File: config.mk
export PLATFORM = sky130hd
export DESIGN_NAME = add_share_sched
export DESIGN_NICKNAME = d
export VERILOG_FILES = /design/src/rtl/add_share_sched.sv
export SDC_FILE = /design/constraint.sdc
export NUM_CORES = 1
export LEC_CHECK = 0
export CAP_MARGIN = 5
export CORE_MARGIN = 5
export CORE_UTILIZATION = 35
export DETAILED_ROUTE_END_ITERATION = 10
export HOLD_SLACK_MARGIN = 0.08
export PLACE_DENSITY = 0.89
export SETUP_SLACK_MARGIN = 0.1
export SLEW_MARGIN = 20
export SYNTH_ARGS = -nofsm -noshare
export SYNTH_HDL_FRONTEND = slang
export SYNTH_SLANG_ARGS = --single-unit
File: constraint.sdc
create_clock -name clk -period 5 [get_ports clk]
set_clock_uncertainty 0.05 [all_clocks]
set_input_delay 1 -clock clk [delete_from_list [all_inputs] [get_ports clk]]
set_output_delay 1 -clock clk [all_outputs]
set_load 0.01 [all_outputs]
File: src/rtl/add_share_sched.sv
`timescale 1ns/1ps
// add_share_sched: round-robin sharing of one external combinational W-bit adder
// among N requesters. Operands are latched on accept, driven interleaved on
// add_in, and the result is captured after ADDER_LAT cycles and returned on a
// valid/ready channel tagged with the requester index.
// Optional per-requester saturating grant counters: define ADD_SHARE_SCHED_STATS_EN.

`ifdef ADD_SHARE_SCHED_STATS_EN
// Saturating 8-bit grant counter for one requester.
module add_share_sched_cnt (
  input  logic       clk,
  input  logic       rst_n,
  input  logic       inc,
  output logic [7:0] cnt
);
  // count accepts, stick at all-ones, clear only on reset
  always_ff @(posedge clk or negedge rst_n)
    if (!rst_n)                   cnt <= '0;
    else if (inc && cnt != 8'hFF) cnt <= cnt + 8'd1;
endmodule
`endif

module add_share_sched #(
  parameter int N         = 4,
  parameter int W         = 12,
  parameter int ADDER_LAT = 1,
  parameter int IDW       = $clog2(N)
) (
  input  logic             clk,
  input  logic             rst_n,
  input  logic [N-1:0]     req_valid,
  input  logic [N*W-1:0]   req_a,
  input  logic [N*W-1:0]   req_b,
  output logic [N-1:0]     req_ready,
  output logic [2*W-1:0]   add_in,
  input  logic [W:0]       add_out,
  output logic             rsp_valid,
  input  logic             rsp_ready,
  output logic [IDW-1:0]   rsp_id,
  output logic [W-1:0]     rsp_sum,
  output logic             rsp_cout,
  output logic [N*8-1:0]   grant_cnt
);
  typedef enum logic [1:0] {IDLE, SETTLE, RESP} state_t;
  typedef struct packed {
    logic [IDW-1:0] id;
    logic [W-1:0]   sum;
    logic           cout;
  } rsp_t;

  localparam logic [3:0] LAT = 4'(ADDER_LAT);

  state_t         state, state_nxt;
  logic [1:0]     rst_sync;
  logic           run;
  logic [IDW-1:0] rr_ptr, win;
  logic           win_vld, accept;
  logic [W-1:0]   op_a, op_b;
  logic [3:0]     cnt;
  rsp_t           rsp_q;

  // grants are held off until reset release has been synchronised to clk
  always_ff @(posedge clk or negedge rst_n)
    if (!rst_n) rst_sync <= '0;
    else        rst_sync <= {rst_sync[0], 1'b1};

  assign run = rst_sync[1];

  // rotating-priority search starting at rr_ptr, wrapping mod N
  always_comb begin
    int idx;
    idx     = 0;
    win     = '0;
    win_vld = 1'b0;
    for (int k = 0; k < N; k++) begin
      idx = int'(rr_ptr) + k;
      if (idx >= N) idx = idx - N;
      if (!win_vld && req_valid[idx]) begin
        win_vld = 1'b1;
        win     = IDW'(idx);
      end
    end
  end

  assign accept = (state == IDLE) && run && win_vld;

  // one-hot accept strobe, only in the transfer cycle
  always_comb begin
    req_ready = '0;
    if (accept) req_ready[win] = 1'b1;
  end

  // state register
  always_ff @(posedge clk or negedge rst_n)
    if (!rst_n) state <= IDLE;
    else        state <= state_nxt;

  // next-state: accept -> settle for ADDER_LAT cycles -> hold response until taken
  always_comb begin
    state_nxt = state;
    case (state)
      IDLE:    if (accept)         state_nxt = SETTLE;
      SETTLE:  if (cnt == 4'd1)    state_nxt = RESP;
      RESP:    if (rsp_ready)      state_nxt = IDLE;
      default:                     state_nxt = IDLE;
    endcase
  end

  // operand latch on accept, settle countdown, result capture on the last settle cycle
  always_ff @(posedge clk or negedge rst_n)
    if (!rst_n) begin
      op_a   <= '0;
      op_b   <= '0;
      cnt    <= '0;
      rr_ptr <= '0;
      rsp_q  <= '0;
    end else if (accept) begin
      op_a     <= req_a[win*W +: W];
      op_b     <= req_b[win*W +: W];
      rsp_q.id <= win;
      rr_ptr   <= (int'(win) == N-1) ? '0 : win + IDW'(1);
      cnt      <= LAT;
    end else if (state == SETTLE) begin
      cnt <= cnt - 4'd1;
      if (cnt == 4'd1) begin
        rsp_q.sum  <= add_out[W-1:0];
        rsp_q.cout <= add_out[W];
      end
    end

  // adder bus is bit-interleaved: even bits carry A, odd bits carry B
  always_comb begin
    add_in = '0;
    for (int k = 0; k < W; k++) begin
      add_in[2*k]   = op_a[k];
      add_in[2*k+1] = op_b[k];
    end
  end

  assign rsp_valid = (state == RESP);
  assign rsp_id    = rsp_q.id;
  assign rsp_sum   = rsp_q.sum;
  assign rsp_cout  = rsp_q.cout;

`ifdef ADD_SHARE_SCHED_STATS_EN
  for (genvar i = 0; i < N; i++) begin : g_cnt
    add_share_sched_cnt u_cnt (
      .clk   (clk),
      .rst_n (rst_n),
      .inc   (req_ready[i]),
      .cnt   (grant_cnt[i*8 +: 8])
    );
  end
`else
  assign grant_cnt = '0;
`endif

endmodule

# Yosys cells after proc, flatten, opt, wreduce, memory -nomap -nowiden

Cells that the tools add are included.

$mul: 1
Order comparisons: 10
$add $sub $neg: 9
Reduce and logical (&&, ||, !) cells: 13
Equal/unequal tests: 7
Muxes and demuxes: 34
Shift operators: 2
Bitwise logic cells: 1
Div/mod/pow operators: 0

Operators by type and width:

| operator              | number |
|---|---|
| $lt A32 B4 Y1 const B | 4 |
| $mux W32              | 4 |
| $shiftx A48 B7 Y12    | 2 |
| $mux W2               | 8 |
| $mux W1               | 13 |
| $mux W4               | 3 |
| $sub A3 B3 Y4 const B | 3 |
| $ge A3 B3 Y1 const B  | 3 |
| $bmux W1 S2           | 4 |
| $add A2 B2 Y3 const B | 2 |
| $logic_and A1 B1 Y1   | 6 |
| $pmux W2 S3           | 1 |
| $reduce_and A3 Y1     | 2 |
| $eq A2 B1 Y1 const B  | 2 |
| $eq A4 B1 Y1 const B  | 1 |
| $mul A2 B2 Y4 const B | 1 |
| $ne A2 B2 Y1 const B  | 2 |
| $sub A2 B3 Y4 const B | 1 |
| $sub A4 B1 Y4 const B | 1 |
| $add A2 B1 Y3 const B | 1 |
| $ge A2 B3 Y1 const B  | 1 |
| $logic_not A1 Y1      | 3 |
| $lt A2 B3 Y1 const B  | 1 |
| $add A2 B1 Y2 const B | 1 |
| other kinds (7)       | 7 |

Bits in read-only memories: 0
Latch bits: 0
RAM bits: 0
Word-level logic and storage cells: 86
Bits in registers: 49
Input bits: 116
Memories: 0
Output and inout bits: 76

# Longest topological paths before layout

Depth in word-level cells: 20
Gate-level depth with buffers: 8
Gate-level depth less buffers: 6

# Least setup slack after synthesis

Ideal clock, no wire load.

Path kind: input port to output port
Start point: input req_valid[0]
End point: output req_ready[1]
Path buffers: 2
Arrival: 2225 ps
Data required time: 3950 ps
Cell stages on the path: 7
Path slack: 1725 ps
Path through: or3b_2 > o221ai_1 > buf_6 > buf_6 > inv_1 > ha_1 > and2_1

Cells in the longest elaborated chain, start to end: 18
Elaborated cells between the ends (all ways): 33
Those cells by class: order compare: 2; mux: 23; reduce/logical: 8

RTL lines:

| element                                                                   | RTL line | source |
|---|---|---|
| start, declared                                                           | 31       | `input logic [N-1:0] req_valid,` |
| $bmux W1 S2                                                               | 78       | `if (!win_vld && req_valid[idx]) begin` |
| $mux W1 (implied by the code) (2 in series)                               | 78       |  |
| $mux W1                                                                   | 78       |  |
| $logic_not A1 Y1                                                          | 78       |  |
| $logic_and A1 B1 Y1                                                       | 78       |  |
| $mux W1                                                                   | 78       |  |
| $logic_not A1 Y1                                                          | 78       |  |
| $logic_and A1 B1 Y1                                                       | 78       |  |
| (+2 left out)                                                             | -        |  |
| $logic_and A1 B1 Y1                                                       | 78       |  |
| $mux W2 (*)                                                               | 78       |  |
| named net win[0]                                                          | 56       | `logic [IDW-1:0] rr_ptr, win;` |
| $lt A2 B3 Y1 (implied by the code) / $ge A2 B1 Y1 (equally long branches) | 90       | `if (accept) req_ready[win] = 1'b1;` |
| $logic_and A1 B1 Y1 (implied by the code)                                 | 90       |  |
| $mux W1 (implied by the code)                                             | 90       |  |
| $demux W1 S2 (*)                                                          | 90       |  |
| $mux W4 (*)                                                               | 90       |  |
| end, declared                                                             | 34       | `output logic [N-1:0] req_ready,` |

Mark *: on every way through the listed nets, which the timed path passes. The rest lies on a longest branch. The select of a mux whose other input is x is not followed.

# Worst setup path in the final report

Start point: input req_valid[2]
End point: output req_ready[1]

Same word-level chain as after synthesis.

==> impl_metrics.yaml <==
hold_path:
  min-delay-start: "rst_sync[0]"
  holdPathEnd: "rst_sync[1]"
  hold_class: "reg -> reg"
  holdPathStages: 0
yosys:
  ys_ff_latch: 49
  synth_area_sq_mm: 0.003089
  asyncSetResetFlopFracSynth_pct: 100.0
  synth_warnings: 0
  synth-edff-count: 0
  yosysUniqueCellTypes: 32
  synth_seq_area_share_pct: 39.69
  syn_inst: 270
  syn_avg_cell_area_sq_um: 11.44
  synth-main-ff-cell: "dfrtp_1"
global_routing:
  grt_max_degree: 50
  grt_pass1_vias: 2590
  grt_pass1_wl_mm: 13.46
  antenna_found_initial: 0
  grt-ovfl-total: 0
  grtUsageTotal_pct: 14.94
worst_setup_path:
  slowest_stage: "clkdlybuf4s50_1"
  crit_path_end_kind: "output pin"
  critPathMaxFanout: 4
  rrSetupSlack_ps: 2570
  start_kind: "input port"
  cpMostUsedCell: "clkdlybuf4s50_1"
  r2r_end: "op_a[3]"
  critPathTopFamily: "buffers and inverters"
  r2r_cells: 5
  r2r-start: "rr_ptr[1]"
  path_class: "in -> out"
  arrival_ps: 3120
  worstPathRequired_ps: 3950
  max_stage_delay_ps: 530
  worstPathCellList: "clkdlybuf4s50_1 > nor2b_1 > a311oi_2 > nor2_1 > inv_1 > ha_1 > and2_1 > clkdlybuf4s50_1"
  crit_buf_inv: 3
detailed_routing:
  dr.pass1.iters: 4
  wl_per_cell_microns: 16.01
  first_iter_violations: 63
  drcViolationCount: 0
  routed_wl_mm: 8.502
  ant_nets: 0
  viasPerCell: 4.744
  vias: 2519
clocking:
  clk_path_buf_depth: 2
  root_buffer: "clkbuf_8"
  cts_sinks: 49
  path_clk_slew_ps: 80
  cts_setup_buffers: 0
  cts_resized: 0
  cts_tree: "done"
  cts_inserted_buffers: 5
  clock_latency_ps: 290
  htree_levels: 2
  cts_hold_buf: 0
sta:
  fmax_mhz: 239.8
  hold_viol_final: 0
  fin_crit_ps: 4170
  final.setup.tns_ps: 0
  slew_violations: 0
  rsz0062_at_grt: "false"
  worstMarginPinSlew_ps: 1011
  setup_ws_ps: 829.6
  setup_viol: 0
  hold_ws_ps: 306.8
  slew_headroom_pct: 32.34
  fin_crit_sh_pct: 83.41
placement:
  routabilityCongestion: 0.8333
  io_buffers: 159
  pre_cts_slack_ps: 849.7
  dp_hpwl_mm: 6.896
pwr:
  powerDensity_mw_per_mm2: 458.7
  power_frac_clock_pct: 10.8
  pwr-share-comb_pct: 56.8
  swShare_pct: 36.53
  power_leakage_uw: 0.002048
  p_switching_uw: 781.3
  fin_total_pwr_uw: 2139
  p_seq_share_pct: 32.3
  peakVddDrop_v: 0.0002602
  p_int_uw: 1358
floorplan:
  dieWidth_microns: 104.0
  io_pins: 192
  row_count: 34
  dieArea_sq_mm: 0.01081
  die-height_microns: 104.0
  core_area_sq_mm: 0.008678
  start_util_pct: 35.60
cells_and_area:
  diodes: 0
  drive_gt1_share_pct: 12.06
  num-nets-final: 545
  layout-area-overhead-vs-synth_pct: 50.95
  fillers: 741
outcome:
  outcome: "finished clean"
flow_run:
  maxCapViolCount: 0
## power groups by stage
stage               sequential [uW]  clock (uW)  combinational [uW]
finish                          691         232                1220
global route                    717         259                1320
CTS                             692         245                1240
detailed placement              698           0                1240
global placement                688           0                1200
floorplan                       756           0                 679
## layout make-up
type	count	area (sq um)	share of cell area, %
inverters	7	26.28	0.5635
clock buffers	7	86.33	1.851
flip-flops and latches	49	1226	26.29
multi-input cells	197	1570	33.67
repair buffers	163	1619	34.72
well taps	108	135.1	2.898
## placed cells by master, fill, tap and decap left out, types with 2 or more instances in the layout
| cell type | netlist | final |
|---|---|---|
| mux2_2 | 14 | 14 |
| nand2_1 | 35 | 35 |
| o21ai_0 | 3 | 3 |
| nand2b_1 | 3 | 3 |
| and2_1 | 4 | 4 |
| ha_1 | 6 | 6 |
| clkdlybuf4s50_1 | 0 | 158 |
| nand3_1 | 3 | 3 |
| o221ai_2 | 20 | 20 |
| clkbuf_8 | 0 | 6 |
| o221ai_1 | 5 | 4 |
| nor2_1 | 6 | 6 |
| mux2i_1 | 48 | 48 |
| nor2b_1 | 2 | 2 |
| inv_1 | 7 | 7 |
| xnor2_1 | 2 | 2 |
| buf_4 | 35 | 5 |
| dfrtp_1 | 49 | 49 |
| a21oi_1 | 3 | 3 |
| conb_1 | 2 | 33 |
## worst max-delay path by stage
stage	start	end	slack (ps)	cells after the start
final	req_valid[2]	req_ready[1]	830	8
after global routing	req_valid[2]	req_ready[1]	690	8
after CTS	req_valid[0]	req_ready[1]	850	8
after global placement	req_valid[0]	req_ready[3]	930	7
after floorplan	req_valid[0]	req_ready[1]	1730	7
after detailed placement	req_valid[2]	req_ready[1]	850	8
## logic make-up (layout without fill, tap and decap cells)
| family | Yosys count | count (layout) | synth area share [%] |
|---|---|---|---|
| xor+xnor | 3 | 3 | 0.8507 |
| simple gates | 59 | 59 | 8.951 |
| fa+ha+maj | 6 | 6 | 2.430 |
| compound gates | 34 | 34 | 13.37 |
| mux | 62 | 62 | 20.66 |
| buf+inv | 55 | 177 | 13.81 |
| flops | 49 | 49 | 39.69 |
| other cells | 2 | 33 | 0.2431 |
## synth_stat cells, types with 3 or more instances
| library cell | count | area share, % |
|---|---|---|
| inv_1 | 7 | 0.85 |
| nand2_1 | 35 | 4.3 |
| and2_1 | 4 | 0.81 |
| mux2i_1 | 48 | 16 |
| a21oi_1 | 3 | 0.49 |
| mux2_2 | 14 | 5.1 |
| nand2b_1 | 3 | 0.61 |
| nand3_1 | 3 | 0.49 |
| o21ai_0 | 3 | 0.49 |
| buf_2 | 3 | 0.49 |
| buf_6 | 7 | 2.6 |
| ha_1 | 6 | 2.4 |
| o221ai_2 | 20 | 9.7 |
| buf_4 | 35 | 8.5 |
| dfrtp_1 | 49 | 40 |
| nor2_1 | 6 | 0.73 |
| o221ai_1 | 5 | 1.4 |
## per-layer routing
metal | track usage (%) | vias up | part of all wire, %
met5 | 0 | - | 0
met2 | 27.14 | 120 | 52
met4 | 3.515 | 0 | 1.0
li1 | - | 1200 | -
met3 | 5.462 | 9 | 9.2
met1 | 16.47 | 1190 | 38
## state kept, by name (all words and copies together) (netlist names)
name	cells
cnt	4
op_a	12
op_b	12
rr_ptr	2
rsp_cout	1
rsp_id	2
rsp_sum	12
rst_sync	2
state	2
## per-stage QoR
stage / instance area, sq um / cells / utilization (%)
3_5_place_dp: 4574 / 524 / 52.71
4_1_cts: 4661 / 531 / 53.71
3_3_place_gp: 4574 / 524 / 52.71
2_1_floorplan: 3206 / 301 / -
5_1_grt: 4663 / 531 / 53.73
6_report: 4663 / 531 / 53.73
Power figures use the tool's default switching activity.
